--- src/rtl/dcache_req_buffer.sv ---
// Elastic request FIFO between the pipeline L1 D-cache port and the L1 data cache.
// In-flight reads are capped by a credit counter. DCACHE_REQ_BUFFER_PERF_EN adds stall counters.

module dcache_req_buffer_checker #(
    parameter int CNT_W = 4
) (
    input logic             clk,
    input logic             reset,
    input logic             rsp_fire,
    input logic [CNT_W-1:0] outstanding
);
    // The cache must never return a response when no read is in flight.
    assert property (@(posedge clk) disable iff (reset) rsp_fire |-> (outstanding != '0));
endmodule

module dcache_req_buffer #(
    parameter int NUM_LANES       = 4,
    parameter int ADDR_WIDTH      = 30,
    parameter int DATA_WIDTH      = 32,
    parameter int TAG_WIDTH       = 8,
    parameter int DEPTH           = 4,
    parameter int MAX_OUTSTANDING = 8
) (
    input  logic                                clk,
    input  logic                                reset,
    input  logic [NUM_LANES-1:0]                in_valid,
    input  logic                                in_rw,
    input  logic [NUM_LANES*DATA_WIDTH/8-1:0]   in_byteen,
    input  logic [NUM_LANES*ADDR_WIDTH-1:0]     in_addr,
    input  logic [NUM_LANES*DATA_WIDTH-1:0]     in_data,
    input  logic [TAG_WIDTH-1:0]                in_tag,
    output logic                                in_ready,
    output logic [NUM_LANES-1:0]                out_valid,
    output logic                                out_rw,
    output logic [NUM_LANES*DATA_WIDTH/8-1:0]   out_byteen,
    output logic [NUM_LANES*ADDR_WIDTH-1:0]     out_addr,
    output logic [NUM_LANES*DATA_WIDTH-1:0]     out_data,
    output logic [TAG_WIDTH-1:0]                out_tag,
    input  logic                                out_ready,
    input  logic [NUM_LANES-1:0]                rsp_in_valid,
    input  logic [NUM_LANES*DATA_WIDTH-1:0]     rsp_in_data,
    input  logic [TAG_WIDTH-1:0]                rsp_in_tag,
    output logic                                rsp_in_ready,
    output logic [NUM_LANES-1:0]                rsp_out_valid,
    output logic [NUM_LANES*DATA_WIDTH-1:0]     rsp_out_data,
    output logic [TAG_WIDTH-1:0]                rsp_out_tag,
    input  logic                                rsp_out_ready,
    output logic [$clog2(DEPTH):0]              occupancy,
    output logic [$clog2(MAX_OUTSTANDING):0]    outstanding
`ifdef DCACHE_REQ_BUFFER_PERF_EN
    ,
    output logic [31:0]                         perf_stall_full,
    output logic [31:0]                         perf_stall_credit
`endif
);
    localparam int PTR_W = $clog2(DEPTH);
    localparam int OCC_W = PTR_W + 1;
    localparam int CNT_W = $clog2(MAX_OUTSTANDING) + 1;
    localparam int BE_W  = NUM_LANES * DATA_WIDTH / 8;
    localparam logic [OCC_W-1:0] FULL_C  = OCC_W'(DEPTH);
    localparam logic [CNT_W-1:0] MAX_C   = CNT_W'(MAX_OUTSTANDING);
    localparam logic [PTR_W-1:0] PTR_ONE = PTR_W'(1);
    localparam logic [OCC_W-1:0] OCC_ONE = OCC_W'(1);
    localparam logic [CNT_W-1:0] CNT_ONE = CNT_W'(1);

    logic [NUM_LANES-1:0]            mask_mem_r   [DEPTH];
    logic                            rw_mem_r     [DEPTH];
    logic [BE_W-1:0]                 byteen_mem_r [DEPTH];
    logic [NUM_LANES*ADDR_WIDTH-1:0] addr_mem_r   [DEPTH];
    logic [NUM_LANES*DATA_WIDTH-1:0] data_mem_r   [DEPTH];
    logic [TAG_WIDTH-1:0]            tag_mem_r    [DEPTH];

    logic [PTR_W-1:0] wr_ptr_r;
    logic [PTR_W-1:0] rd_ptr_r;
    logic [OCC_W-1:0] occupancy_r;
    logic [CNT_W-1:0] outstanding_r;

    logic                 in_ready_s;
    logic                 in_fire_s;
    logic                 head_blocked_s;
    logic [NUM_LANES-1:0] out_valid_s;
    logic                 out_fire_s;
    logic                 rd_issue_s;
    logic                 rsp_fire_s;

    // Handshakes and the credit stall: a head read waits in place, so younger writes wait too.
    always_comb begin
        in_ready_s     = !reset && (occupancy_r != FULL_C);
        in_fire_s      = (|in_valid) && in_ready_s;
        head_blocked_s = !rw_mem_r[rd_ptr_r] && (outstanding_r == MAX_C);
        if ((occupancy_r != '0) && !head_blocked_s) begin
            out_valid_s = mask_mem_r[rd_ptr_r];
        end else begin
            out_valid_s = '0;
        end
        out_fire_s = (|out_valid_s) && out_ready;
        rd_issue_s = out_fire_s && !rw_mem_r[rd_ptr_r];
        rsp_fire_s = (|rsp_in_valid) && rsp_out_ready;
    end

    assign in_ready    = in_ready_s;
    assign out_valid   = out_valid_s;
    assign out_rw      = rw_mem_r[rd_ptr_r];
    assign out_byteen  = byteen_mem_r[rd_ptr_r];
    assign out_addr    = addr_mem_r[rd_ptr_r];
    assign out_data    = data_mem_r[rd_ptr_r];
    assign out_tag     = tag_mem_r[rd_ptr_r];
    assign occupancy   = occupancy_r;
    assign outstanding = outstanding_r;

    assign rsp_in_ready  = rsp_out_ready;
    assign rsp_out_valid = rsp_in_valid;
    assign rsp_out_data  = rsp_in_data;
    assign rsp_out_tag   = rsp_in_tag;

    // Entry storage; contents are qualified by occupancy so they need no reset.
    always_ff @(posedge clk) begin
        if (in_fire_s) begin
            mask_mem_r[wr_ptr_r]   <= in_valid;
            rw_mem_r[wr_ptr_r]     <= in_rw;
            byteen_mem_r[wr_ptr_r] <= in_byteen;
            addr_mem_r[wr_ptr_r]   <= in_addr;
            data_mem_r[wr_ptr_r]   <= in_data;
            tag_mem_r[wr_ptr_r]    <= in_tag;
        end
    end

    // Pointer and occupancy bookkeeping.
    always_ff @(posedge clk) begin
        if (reset) begin
            wr_ptr_r    <= '0;
            rd_ptr_r    <= '0;
            occupancy_r <= '0;
        end else begin
            if (in_fire_s) begin
                wr_ptr_r <= wr_ptr_r + PTR_ONE;
            end
            if (out_fire_s) begin
                rd_ptr_r <= rd_ptr_r + PTR_ONE;
            end
            case ({in_fire_s, out_fire_s})
                2'b10:   occupancy_r <= occupancy_r + OCC_ONE;
                2'b01:   occupancy_r <= occupancy_r - OCC_ONE;
                default: occupancy_r <= occupancy_r;
            endcase
        end
    end

    // Read credits: issued reads count up, responses count down, never below zero.
    always_ff @(posedge clk) begin
        if (reset) begin
            outstanding_r <= '0;
        end else begin
            case ({rd_issue_s, rsp_fire_s})
                2'b10: outstanding_r <= outstanding_r + CNT_ONE;
                2'b01: begin
                    if (outstanding_r != '0) begin
                        outstanding_r <= outstanding_r - CNT_ONE;
                    end else begin
                        outstanding_r <= outstanding_r;
                    end
                end
                default: outstanding_r <= outstanding_r;
            endcase
        end
    end

    dcache_req_buffer_checker #(.CNT_W(CNT_W)) u_checker (
        .clk         (clk),
        .reset       (reset),
        .rsp_fire    (rsp_fire_s),
        .outstanding (outstanding_r)
    );

`ifdef DCACHE_REQ_BUFFER_PERF_EN
    logic [31:0] perf_full_r;
    logic [31:0] perf_credit_r;

    // Stall counters wrap naturally at 2^32.
    always_ff @(posedge clk) begin
        if (reset) begin
            perf_full_r   <= 32'd0;
            perf_credit_r <= 32'd0;
        end else begin
            if ((|in_valid) && !in_ready_s) begin
                perf_full_r <= perf_full_r + 32'd1;
            end
            if ((occupancy_r != '0) && head_blocked_s) begin
                perf_credit_r <= perf_credit_r + 32'd1;
            end
        end
    end

    assign perf_stall_full   = perf_full_r;
    assign perf_stall_credit = perf_credit_r;
`endif
endmodule
--- config.mk ---
export PLATFORM = sky130hd
export DESIGN_NAME = dcache_req_buffer
export DESIGN_NICKNAME = d
export VERILOG_FILES = /design/src/rtl/dcache_req_buffer.sv
export SDC_FILE = /design/constraint.sdc
export NUM_CORES = 1
export LEC_CHECK = 0
export ABC_AREA = 1
export CAP_MARGIN = 10
export CORE_AREA = 4 4 327 329
export DETAILED_ROUTE_END_ITERATION = 10
export DIE_AREA = 0 0 331 333
export GPL_TIMING_DRIVEN = 0
export PLACE_DENSITY = 0.66
export SLEW_MARGIN = 40
export SYNTH_ARGS = -nofsm -noshare
export SYNTH_HDL_FRONTEND = slang
export SYNTH_SLANG_ARGS = --single-unit
--- constraint.sdc ---
create_clock -name clk -period 17.9 [get_ports clk]
set_clock_uncertainty 0.05 [all_clocks]
set_input_delay 3.58 -clock clk [delete_from_list [all_inputs] [get_ports clk]]
set_output_delay 3.58 -clock clk [all_outputs]
set_load 0.05 [all_outputs]
==> metrics.log <==
[metrics] Detailed Route WL: 140500 µm
[metrics] number of I/O port buffers: 710
[metrics] all-layer global routing usage: 0.2456
[metrics] average vias per placed instance: 5.270
[metrics] Post-Syn Nets: 3365
[metrics] H-tree depth: 3
[metrics] largest net degree at the start of global routing: 19
[metrics] clk sink count: 1121
[metrics] floorplan die area: 0.1102 mm²
[metrics] Post-layout nets: 4269
[metrics] total via count in the routed design: 28140
[metrics] Post-DP HPWL: 99860 µm
[metrics] starting utilization of the core area: 0.4101
[metrics] delay of the slowest critical-path stage: 840 ps
[metrics] max-cap violation count: 0
[metrics] count of buffer and inverter cells on the critical path: 3
[metrics] layout overhead on the synthesized area: 34.01%
[metrics] GRT overflow: 0
[metrics] uppermost routed layer: met5
[metrics] total of hold buffers inserted after clock tree synthesis: 0
[metrics] number of top-level pins: 847
[metrics] origin of the worst setup path: rsp_in_valid[3]
[metrics] class of the most critical hold timing path: reg2reg
[metrics] vias in the first global route: 27910
[metrics] metal3 WL: 12960 µm
[metrics] flop2flop setup slack: 14620 ps
[metrics] instance count on the critical path: 3
[metrics] footprint of the flip-flops and latches: 0.03353 mm²
[metrics] routed length on met1: 49300 µm
[metrics] sequential fraction of the synthesis area: 0.7900
[metrics] kind of end point of the critical path: output pin
[metrics] cell seen most often among critical-path stages: sky130_fd_sc_hd__clkdlybuf4s50_1
[metrics] most common cell after layout, fill and taps aside: sky130_fd_sc_hd__edfxtp_1
[metrics] post-DR wirelength/cell: 26.32 µm
[metrics] warnings from Yosys: 0
[metrics] post-synthesis instance area: 0.04245 mm²
[metrics] Max Transition Viols Final: 0
[metrics] Unique masters post-synth: 28
[metrics] TritonCTS clock tree: yes
[metrics] number of hold violations in the final report: 0
[metrics] clock insertion delay at the later pin of the skew report: 690 ps
[metrics] Die Ht: 333 µm
[metrics] Critical R2R Launch: occupancy[1]$_SDFFE_PP0P_
[metrics] delay-heaviest family, CP: buffers and inverters
[metrics] maximum buffer depth of the clock tree: 3
[metrics] Routability Congestion: 0.9611
[metrics] outcome: finished, final reports clean
[metrics] cells traversed along the worst timing path: clkdlybuf4s50_1, buf_4, clkdlybuf4s50_1
[metrics] pin slew with the least headroom to its limit: 929.0 ps
[metrics] unrepaired setup endpoints after global routing: no
[metrics] highest fanout seen on the critical path: 2
[metrics] highest-count cells in the layout ignoring fill and taps: 1108 x sky130_fd_sc_hd__edfxtp_1, 706 x sky130_fd_sc_hd__clkdlybuf4s50_1, 568 x sky130_fd_sc_hd__nor2_1, 554 x sky130_fd_sc_hd__o21ai_0, 272 x sky130_fd_sc_hd__o22ai_1
[metrics] kind of critical path: in2out
[metrics] worst vdd ir: 136.5 µV
[metrics] Fillers: 8328
[metrics] buffer count from post-CTS setup fixing: 0
[metrics] synthesized flop and latch total: 1121
[metrics] post-route setup TNS: 0 ps
[metrics] final cycle utilization of the critical path: 0.5058
[metrics] clock buffer count from CTS: 112
[metrics] leakage power summed over all cells: 19.12 nW
[metrics] power density over the cells: 176.4 mW/mm²
[metrics] number of design-rule violations left by the first detailed-router iteration: 2240
[metrics] root cell of the clock tree: sky130_fd_sc_hd__clkbuf_16
[metrics] number of nets with antenna violations after detailed routing: 0
[metrics] hold slack: 427.2 ps
[metrics] count of cells resized by post-cts repair: 0
[metrics] floorplan die width: 331 µm
[metrics] highest-delay cell along the critical path: sky130_fd_sc_hd__clkdlybuf4s50_1
[metrics] endpoint of the worst register-to-register path: data_mem_r[3][112]$_DFFE_PP_
[metrics] Relative slew margins: 0.3788
[metrics] multi-input combinational cell area: 0.007106 mm²
[metrics] TritonRoute pass-1 iters: 8
[metrics] final setup vio count: 0
[metrics] depth of the worst register-to-register path: 11
[metrics] fraction of layout cells with a size suffix above 1: 0.1083
[metrics] shortest period the worst path allows: 9054 ps
[metrics] Arr. time, crit path: 5420 ps
[metrics] mean post-synth cell area: 14.45 µm²
[metrics] wire length of the first global-routing pass: 194800 µm
[metrics] upper clock frequency limit: 110.5 MHz
[metrics] core area: 0.1035 mm²
[metrics] detailed-routed wire length on met2: 68880 µm
[metrics] post-synthesis cell count: 2937
[metrics] antenna violations before repair: 35
[metrics] sort of element at the start of the critical path: primary input
[metrics] Clock transition at path regs: 60 ps
[metrics] worst endpoint required time: 14270 ps
[metrics] residual DRC count: 0
[metrics] count of standard-cell rows: 118
[metrics] worst setup path endpoint: rsp_out_valid[3]
[worst min path at each step]
| stage | end | slack [ps] | depth (start not counted) | startpoint |
|---|---|---|---|---|
| floorplan | register | 390 | 2 | rd_ptr_r[1]$_SDFFE_PP0P_ |
| global placement | rd_ptr_r[1]$_SDFFE_PP0P_ | 400 | 2 | rd_ptr_r[1]$_SDFFE_PP0P_ |
| detailed placement | rd_ptr_r[1]$_SDFFE_PP0P_ | 410 | 2 | rd_ptr_r[1]$_SDFFE_PP0P_ |
| CTS | rd_ptr_r[0]$_SDFFE_PP0P_ | 430 | 1 | rd_ptr_r[0]$_SDFFE_PP0P_ |
| global route | register | 480 | 2 | rd_ptr_r[1]$_SDFFE_PP0P_ |
| finish | rd_ptr_r[0]$_SDFFE_PP0P_ | 430 | 1 | rd_ptr_r[0]$_SDFFE_PP0P_ |
[cell type report]
cell class	instances	area share
inverters	21	0.001386
diodes	25	0.001100
multi-input cells	1471	0.1249
well taps	1380	0.03036
repair buffers	790	0.1553
clock buffers	134	0.05180
flip-flops and latches	1121	0.5895
plain buffers	324	0.03139
clock inverters	73	0.01428
[cells in the mapped netlist (all sizes together)]
cell type,count,area share
edfxtp,1108,0.78
fa,1,0.00047
and3,1,0.00015
nand3b,1,0.00027
o21ai,564,0.067
xor2,1,0.00021
nand3,9,0.0012
inv,21,0.0019
o22ai,272,0.040
ha,6,0.0018
a31oi,1,0.00015
buf,163,0.027
o41ai,1,0.00038
dfxtp,13,0.0061
clkbuf,161,0.014
nor2,572,0.051
nor3,1,0.00012
nand2,23,0.0022
a21oi,17,0.0021
o41a,1,0.00027
[cell families (layout without fill, tap and decap cells)]
family,count (synthesis),in the layout,share of synthesized area
other,0,25,0
buffers and inverters,345,1342,0.04357
adder cells (fa/ha/maj),7,7,0.002240
flip-flops,1121,1121,0.7900
AO/OA/AOI/OAI,856,856,0.1095
XOR/XNOR,1,1,0.0002064
AND/OR/NAND/NOR,607,607,0.05450
[flip-flops by register name, summed over array words and instances, names as in the netlist, named ones only]
register and count:
wr_ptr_r 2, outstanding 4, rw_mem_r 4, data_mem_r 512, mask_mem_r 16, addr_mem_r 480
rd_ptr_r 2, tag_mem_r 32, byteen_mem_r 64, occupancy 3
[layer usage]
layer,global-route usage,vias up
met5,0,-
met4,0.1596,22
met3,0.07523,290
met2,0.4073,1187
met1,0.2741,13890
li1,-,12750
[stage by stage]
stage          instances    util  cell area (µm²)  worst slack [ps]  power [mW]
6_report            5339  0.5496            56880              8846       10.03
5_1_grt             5331  0.5494            56860              8814       10.40
4_1_cts             5313  0.5490            56820              8874       10.09
3_5_place_dp        5106  0.5127            53060              8883       7.716
3_3_place_gp        5027  0.4955            51280             -8994       7.810
2_1_floorplan       2937       -            42450             496.1       6.003
[power by group]
group	internal, mW	switching, mW
clock network	1.39	0.985
logic	1.25	3.17
registers	3.18	0.0568
(Power assumes the default switching activity.)
